$ cat src/rtl/dcache_wb_engine.sv
// Data cache write-side AXI master engine.
// Accepts one write at a time: a dirty-line write-back (a LINE_BEATS-beat
// burst) or an uncached single store. It drives the AXI AW/W/B channels and
// publishes the in-flight line address so the read path can hold back a
// conflicting refill until the write has been acknowledged.
module dcache_wb_engine #(
    parameter logic [3:0] AXI_ID     = 4'd1,
    parameter int         LINE_BEATS = 4
) (
    input  logic         clk,
    input  logic         reset,
    // cache write port
    input  logic         wr_req,
    input  logic [2:0]   wr_type,
    input  logic [31:0]  wr_addr,
    input  logic [3:0]   wr_wstrb,
    input  logic [127:0] wr_data,
    output logic         wr_rdy,
    // AXI write address channel
    output logic [3:0]   awid,
    output logic [31:0]  awaddr,
    output logic [7:0]   awlen,
    output logic [2:0]   awsize,
    output logic [1:0]   awburst,
    output logic [1:0]   awlock,
    output logic [3:0]   awcache,
    output logic [2:0]   awprot,
    output logic         awvalid,
    input  logic         awready,
    // AXI write data channel
    output logic [3:0]   wid,
    output logic [31:0]  wdata,
    output logic [3:0]   wstrb,
    output logic         wlast,
    output logic         wvalid,
    input  logic         wready,
    // AXI write response channel
    input  logic [3:0]   bid,
    input  logic [1:0]   bresp,
    input  logic         bvalid,
    output logic         bready,
    // conflict tracking and completion
    output logic         pend_valid,
    output logic [27:0]  pend_addr,
    output logic         wr_done
);

    localparam int CNT_W = (LINE_BEATS > 1) ? $clog2(LINE_BEATS) : 1;
    localparam logic [2:0] TYPE_LINE = 3'b100;
    localparam logic [2:0] TYPE_WORD = 3'b010;
    localparam logic [2:0] TYPE_HALF = 3'b001;

    typedef enum logic [1:0] {
        S_IDLE = 2'd0,
        S_AW   = 2'd1,
        S_W    = 2'd2,
        S_B    = 2'd3
    } state_t;

    state_t             state_reg;
    logic [2:0]         type_reg;
    logic [31:0]        addr_reg;
    logic [3:0]         wstrb_reg;
    logic [127:0]       data_reg;
    logic [CNT_W-1:0]   cnt_reg;

    logic               is_line;
    logic               last_beat;
    logic [31:0]        beat_words [LINE_BEATS];

    // Response id/code carry no information this engine acts on.
    logic               unused_b;
    assign unused_b = ^{bid, bresp};

    // Split the latched line into per-beat words; beat 0 is the low word.
    generate
        for (genvar gi = 0; gi < LINE_BEATS; gi++) begin : g_beat
            assign beat_words[gi] = data_reg[32*gi +: 32];
        end
    endgenerate

    assign is_line   = (type_reg == TYPE_LINE);
    assign last_beat = (cnt_reg == awlen[CNT_W-1:0]);

    // Channel fields are pure decodes of the registered request and state,
    // so they stay stable for as long as the handshake is stalled.
    assign wr_rdy     = (state_reg == S_IDLE);
    assign awid       = AXI_ID;
    assign awaddr     = is_line ? {addr_reg[31:4], 4'b0000} : addr_reg;
    assign awlen      = is_line ? 8'(LINE_BEATS - 1) : 8'd0;
    assign awsize     = is_line                  ? 3'd2 :
                        (type_reg == TYPE_WORD)  ? 3'd2 :
                        (type_reg == TYPE_HALF)  ? 3'd1 : 3'd0;
    assign awburst    = 2'b01;
    assign awlock     = 2'b00;
    assign awcache    = 4'h0;
    assign awprot     = 3'b000;
    assign awvalid    = (state_reg == S_AW);
    assign wid        = AXI_ID;
    assign wdata      = beat_words[cnt_reg];
    assign wstrb      = is_line ? 4'hF : wstrb_reg;
    assign wvalid     = (state_reg == S_W);
    assign wlast      = (state_reg == S_W) && last_beat;
    assign bready     = (state_reg == S_B);
    assign pend_valid = (state_reg != S_IDLE);
    assign pend_addr  = addr_reg[31:4];
    assign wr_done    = (state_reg == S_B) && bvalid;

    // Request latch, beat counter and channel sequencing.
    always_ff @(posedge clk) begin
        if (reset) begin
            state_reg <= S_IDLE;
            type_reg  <= '0;
            addr_reg  <= '0;
            wstrb_reg <= '0;
            data_reg  <= '0;
            cnt_reg   <= '0;
        end else begin
            case (state_reg)
                S_IDLE: begin
                    if (wr_req) begin
                        type_reg  <= wr_type;
                        addr_reg  <= wr_addr;
                        wstrb_reg <= wr_wstrb;
                        data_reg  <= wr_data;
                        state_reg <= S_AW;
                    end
                end
                S_AW: begin
                    if (awready) begin
                        cnt_reg   <= '0;
                        state_reg <= S_W;
                    end
                end
                S_W: begin
                    if (wready) begin
                        if (last_beat) begin
                            cnt_reg   <= '0;
                            state_reg <= S_B;
                        end else begin
                            cnt_reg   <= cnt_reg + 1'b1;
                        end
                    end
                end
                S_B: begin
                    if (bvalid) begin
                        // Pending address is dropped with the state so the
                        // read path sees the conflict window close cleanly.
                        addr_reg  <= '0;
                        state_reg <= S_IDLE;
                    end
                end
                default: state_reg <= S_IDLE;
            endcase
        end
    end

endmodule
$ cat config.mk
export PLATFORM = sky130hd
export DESIGN_NAME = dcache_wb_engine
export DESIGN_NICKNAME = d
export VERILOG_FILES = /design/src/rtl/dcache_wb_engine.sv
export SDC_FILE = /design/constraint.sdc
export NUM_CORES = 1
export LEC_CHECK = 0
export CAP_MARGIN = 40
export CORE_MARGIN = 2
export CORE_UTILIZATION = 35
export DETAILED_ROUTE_END_ITERATION = 10
export MAX_ROUTING_LAYER = met4
export PLACE_DENSITY_LB_ADDON = 0.05
export SYNTH_ARGS = -nofsm -noshare
export SYNTH_HDL_FRONTEND = slang
export SYNTH_SLANG_ARGS = --single-unit
$ cat constraint.sdc
create_clock -name clk -period 4.4 [get_ports clk]
set_input_delay 0.88 -clock clk [delete_from_list [all_inputs] [get_ports clk]]
set_output_delay 0.88 -clock clk [all_outputs]
set_load 0.05 [all_outputs]
-- Yosys cells after proc, flatten, opt, wreduce, memory -nomap -nowiden
Index checks and enable logic that the tools add are counted.
- register bits after elaboration: 171
- bits of input ports: 179
- output and inout bits: 133
- add/subtract/negate cells: 1
- magnitude comparators: 1
- equal/unequal tests: 12
- muxes and demuxes: 22
- bitwise gates (word level): 1
- reduce and logical (&&, ||, !) cells: 10
- operator list (kind ; count):
    $mux W32 ; 4
    $bmux W32 S2 ; 1
    $pmux W32 S2 ; 1
    $mux W2 ; 11
    $mux W4 ; 2
    $pmux W2 S4 ; 1
    $ne A2 B1 Y1 const B ; 3
    $reduce_and A3 Y1 ; 2
    $reduce_bool A2 Y1 ; 3
    $reduce_and A5 Y1 ; 1
    $eq A2 B2 Y1 const B ; 2
    $ne A2 B2 Y1 const B ; 2
    $pmux W2 S2 ; 1
    $eq A3 B1 Y1 const B ; 1
    $eq A3 B2 Y1 const B ; 1
    $eq A3 B3 Y1 const B ; 1
    $ge A3 B3 Y1 const B ; 1
    $not A2 Y3 ; 1
    $add A2 B1 Y2 const B ; 1
    $eq A2 B1 Y1 const B ; 1
    $eq A2 B2 Y1 ; 1
    $logic_and A1 B1 Y1 ; 2
    $logic_not A2 Y1 ; 1
    $reduce_and A2 Y1 ; 1
    $mux W1 ; 1

-- Depth between registers and ports, before layout
- depth in word-level cells: 6
- gate-level depth with buffers: 9

-- Worst setup path before layout
Ideal clock, no wire load.
- path type: flip-flop to output port
- from: register type_reg[0]
- to: output awsize[0]
- arrival: 1.522 ns
- setup slack: 1.998 ns
- cell stages (with the launch flop): 2
- buffers on the path: 0
- cells stage by stage: dfxtp_1 -> nor3b_1
- longest elaborated chain between the ends: 4
- elaborated cells between the ends (all ways): 6
- classes of those cells: eq/ne (3); mux (3)
- ends and longest elaborated chain (element ; line ; RTL):
    from (decl) ; 61 ; logic [2:0] type_reg;
    from (signal assigned) ; 122 ; type_reg <= wr_type;
    $eq A3 B1 Y1 ; 93 ; (type_reg == TYPE_HALF) ? 3'd1 : 3'd0;
    $mux W1 ; 93 ;
    $mux W2 ; 92 ; (type_reg == TYPE_WORD) ? 3'd2 :
    $mux W2 (*) ; 91 ; assign awsize = is_line ? 3'd2 :
    to (decl) ; 23 ; output logic [2:0] awsize,
Every way passes the cells marked *; elsewhere a longest branch is shown, timed or not.

-- Final worst setup path
- from: register cnt_reg[0]
- to: output wlast
- longest elaborated chain between the ends: 2
- ends and longest elaborated chain (element ; line ; RTL):
    from (decl) ; 65 ; logic [CNT_W-1:0] cnt_reg;
    from (signal assigned) ; 141 ; cnt_reg <= cnt_reg + 1'b1;
    $eq A2 B2 Y1 ; 83 ; assign last_beat = (cnt_reg == awlen[CNT_W-1:0]);
    $logic_and A1 B1 Y1 ; 103 ; assign wlast = (state_reg == S_W) && last_beat;
    to (decl) ; 34 ; output logic wlast,
No other way between the ends.

==> impl_metrics.env <==
export IMPL_start_util_pct=35.9
export IMPL_worstHoldPathCells=2
export IMPL_place_port_buffers=279
export IMPL_drtIter0Drc=344
export IMPL_nets=1280
export IMPL_rsz0062_at_grt="no"
export IMPL_critPathLaunchType="flop"
export IMPL_ys_seq_area_share_pct=45.1
export IMPL_antenna_found_initial=2
export IMPL_cts_sink_count=171
export IMPL_hold_violations=0
export IMPL_first_pass_iters=4
export IMPL_largest_register_ffs=128
export IMPL_antenna_left=0
export IMPL_synth_cell_type_count=31
export IMPL_cp_num_cells=4
export IMPL_rows=53
export IMPL_maxCapViolCount=0
export IMPL_cts_clk_slew_worst_paths_ps=70
export IMPL_tritoncts="done"
export IMPL_grt_pass1_vias=6277
export IMPL_hp_start="addr_reg[3]"
export IMPL_maxSlewHeadroom_pct=43.9
export IMPL_wirelength_um=21400
export IMPL_ys_flop_type="dfxtp_1"
export IMPL_cts_root_buffer="clkbuf_16"
export IMPL_die_y_um=151
export IMPL_synth_cells=914
export IMPL_cp_end_kind="output port"
export IMPL_area_growth_syn_to_layout_pct=40.8
export IMPL_crit_slowest_cell="clkdlybuf4s50_1"
export IMPL_whs_ps=448
export IMPL_worst_path_dominant_cell_family="buffers and inverters"
export IMPL_setup_reg_to_reg_worst_slack_ps=1650
export IMPL_synth_async_reset_ratio_pct=0
export IMPL_dp_hpwl_um=14700
export IMPL_num_io_pins=312
export IMPL_timing_final_crit_share_pct=83.0
export IMPL_yosys_warnings=0
export IMPL_ir_drop_mv=0.305
export IMPL_fillers=2135
export IMPL_worstSkewPairLatency_ps=420
export IMPL_crit_fanout=15
export IMPL_routedWlPerCell_um=15.5
export IMPL_synth_top_cell_by_area="dfxtp_1"
export IMPL_critPathMaxStageDelay_ps=820
export IMPL_crit_buf_inv=1
export IMPL_rr_worst_depth=7
export IMPL_synth_top_area_share_pct=45.1
export IMPL_grt_pass1_wl_um=33000
export IMPL_crit_type="flop to output port"
export IMPL_endpoint="wlast"
export IMPL_synth_area_top_cells="dfxtp_1 45%, nand2_1 15%, a21oi_1 11%, mux4_2 9.5%, buf_4 8.3%"
export IMPL_synth_edf_count=0
export IMPL_place_ws_ps=1140
export IMPL_cp_arrival_ps=2770
export IMPL_powerDensity_nw_per_um2=575
export IMPL_reg2reg_from="state_reg[0]"
export IMPL_grt_use_total_pct=19.0
export IMPL_setup_tns_ps=0
export IMPL_wl_met1_um=9120
export IMPL_hold_path_class="flop to flop"
export IMPL_fin_skew_ps=7.17
export IMPL_period_needed_ps=3650
export IMPL_syn_area_um2=7590
export IMPL_drive_gt1_share_pct=7.57
export IMPL_startpoint="cnt_reg[0]"
export IMPL_hold_buffers=0
export IMPL_routed_via_density=4.77
export IMPL_synth_area_per_cell_um2=8.30
export IMPL_core_area_um2=21200
export IMPL_ys_ff_latch=171
export IMPL_crit_required_ps=3520
export IMPL_cp_cell_sequence="nor4bb_1 -> a22o_1 -> and2_1 -> clkdlybuf4s50_1"
export IMPL_cts_made_buffers=17
export IMPL_total_power_mw=6.15
export IMPL_slew_viol_final=0
export IMPL_dr_wl_met3_um=1960
export IMPL_r2r_end="data_reg[56]"
export IMPL_layout_setup_ws_ps=750
export IMPL_post_route_drc_count=0
export IMPL_htreeDepth=4
export IMPL_vias=6609
export IMPL_finalSetupViolCount=0
export IMPL_top_signal_layer_used="met4"
export IMPL_die_area_um2=22900
export IMPL_regArea_um2=3430
export IMPL_grt_overflow_total=0
export IMPL_multi_input_area_um2=3330
export IMPL_dr_wl_met2_um=10100
export IMPL_globalplace_congestion=0.750
export IMPL_leakage_nw=3.87
export IMPL_worstMarginPinSlew_ps=842
export IMPL_die_x_um=151
export IMPL_timing_fmax_mhz=274
export IMPL_clk_path_buf_depth=2
export IMPL_post_cts_buffers=0
export IMPL_ctsResizeCount=0
export IMPL_status="completed"
export IMPL_grt_max_degree=109
layer usage:
layer	global-route usage (%)	vias up
met3	6.81	16
met4	5.61	0
met5	-	-
li1	-	3320
met1	23.0	3071
met2	30.0	202
cell families (layout without fill, tap and decap cells):
| kind of cell | Yosys count | in the layout | share of synthesized area, % |
|---|---|---|---|
| AND/OR/NAND/NOR | 361 | 361 | 19.8 |
| AO/OA/AOI/OAI | 179 | 179 | 12.1 |
| flip-flops | 171 | 171 | 45.1 |
| buffers and inverters | 162 | 333 | 12.4 |
| multiplexers | 33 | 33 | 9.63 |
| adder cells (fa/ha/maj) | 5 | 5 | 0.824 |
| other | 2 | 28 | 0.0989 |
| XOR/XNOR | 1 | 1 | 0.115 |
placed cells by master (no fill, tap or decap), drive strengths merged, types with 5 or more instances in the layout:
cell / count
nand2: 303
clkdlybuf4s50: 278
dfxtp: 171
a21oi: 169
mux4: 32
nand4: 32
conb: 26
clkbuf: 21
buf: 16
inv: 9
nand2b: 7
and2: 7
ha: 5
clkinv: 5
worst register-to-register path, delay by kind of cell (launching register included):
family          cells  cell delay, ps
flops               1             330
fa+ha+maj           1             650
simple gates        2             710
buf+inv             3             870
compound gates      1             120
layout make-up:
| class | count | area share [%] |
|---|---|---|
| diodes | 2 | 0.0468 |
| inverters | 7 | 0.246 |
| clock inverters | 11 | 1.05 |
| flip-flops and latches | 171 | 32.1 |
| well taps | 275 | 3.22 |
| clock buffers | 21 | 4.31 |
| repair buffers | 294 | 27.9 |
| multi-input cells | 605 | 31.1 |
power breakdown:
part           switching [mW]  internal, mW  leakage (nW)
Sequential              0.167          1.85          1.40
Clock                   0.646         0.818         0.272
Combinational            1.75         0.912          2.19
worst min-delay path by stage:
stage	end	slack [ps]
final	addr_reg[3]	450
after global routing	data_reg[118]	470
after CTS	addr_reg[2]	450
after detailed placement	addr_reg[2]	440
after global placement	addr_reg[1]	440
after floorplan	addr_reg[0]	430
synthesized netlist by cell type, drive strengths merged (3+ instances only):
cell and n:
nand4 32, nand2b 7, nor2 3, inv 7, ha 5, nand2 303
dfxtp 171, clkbuf 58, mux4 32, and2 7, o21ai 4, a21oi 169
buf 97
per-stage QoR:
stage          cell area [um2]  util [%]  std cells
6_report                 10700      50.5       1386
5_1_grt                  10700      50.5       1386
4_1_cts                  10700      50.5       1384
3_5_place_dp             10100      47.8       1352
3_3_place_gp             10100      47.5       1350
2_1_floorplan             7680         -        938
(Power assumes the default switching activity.)
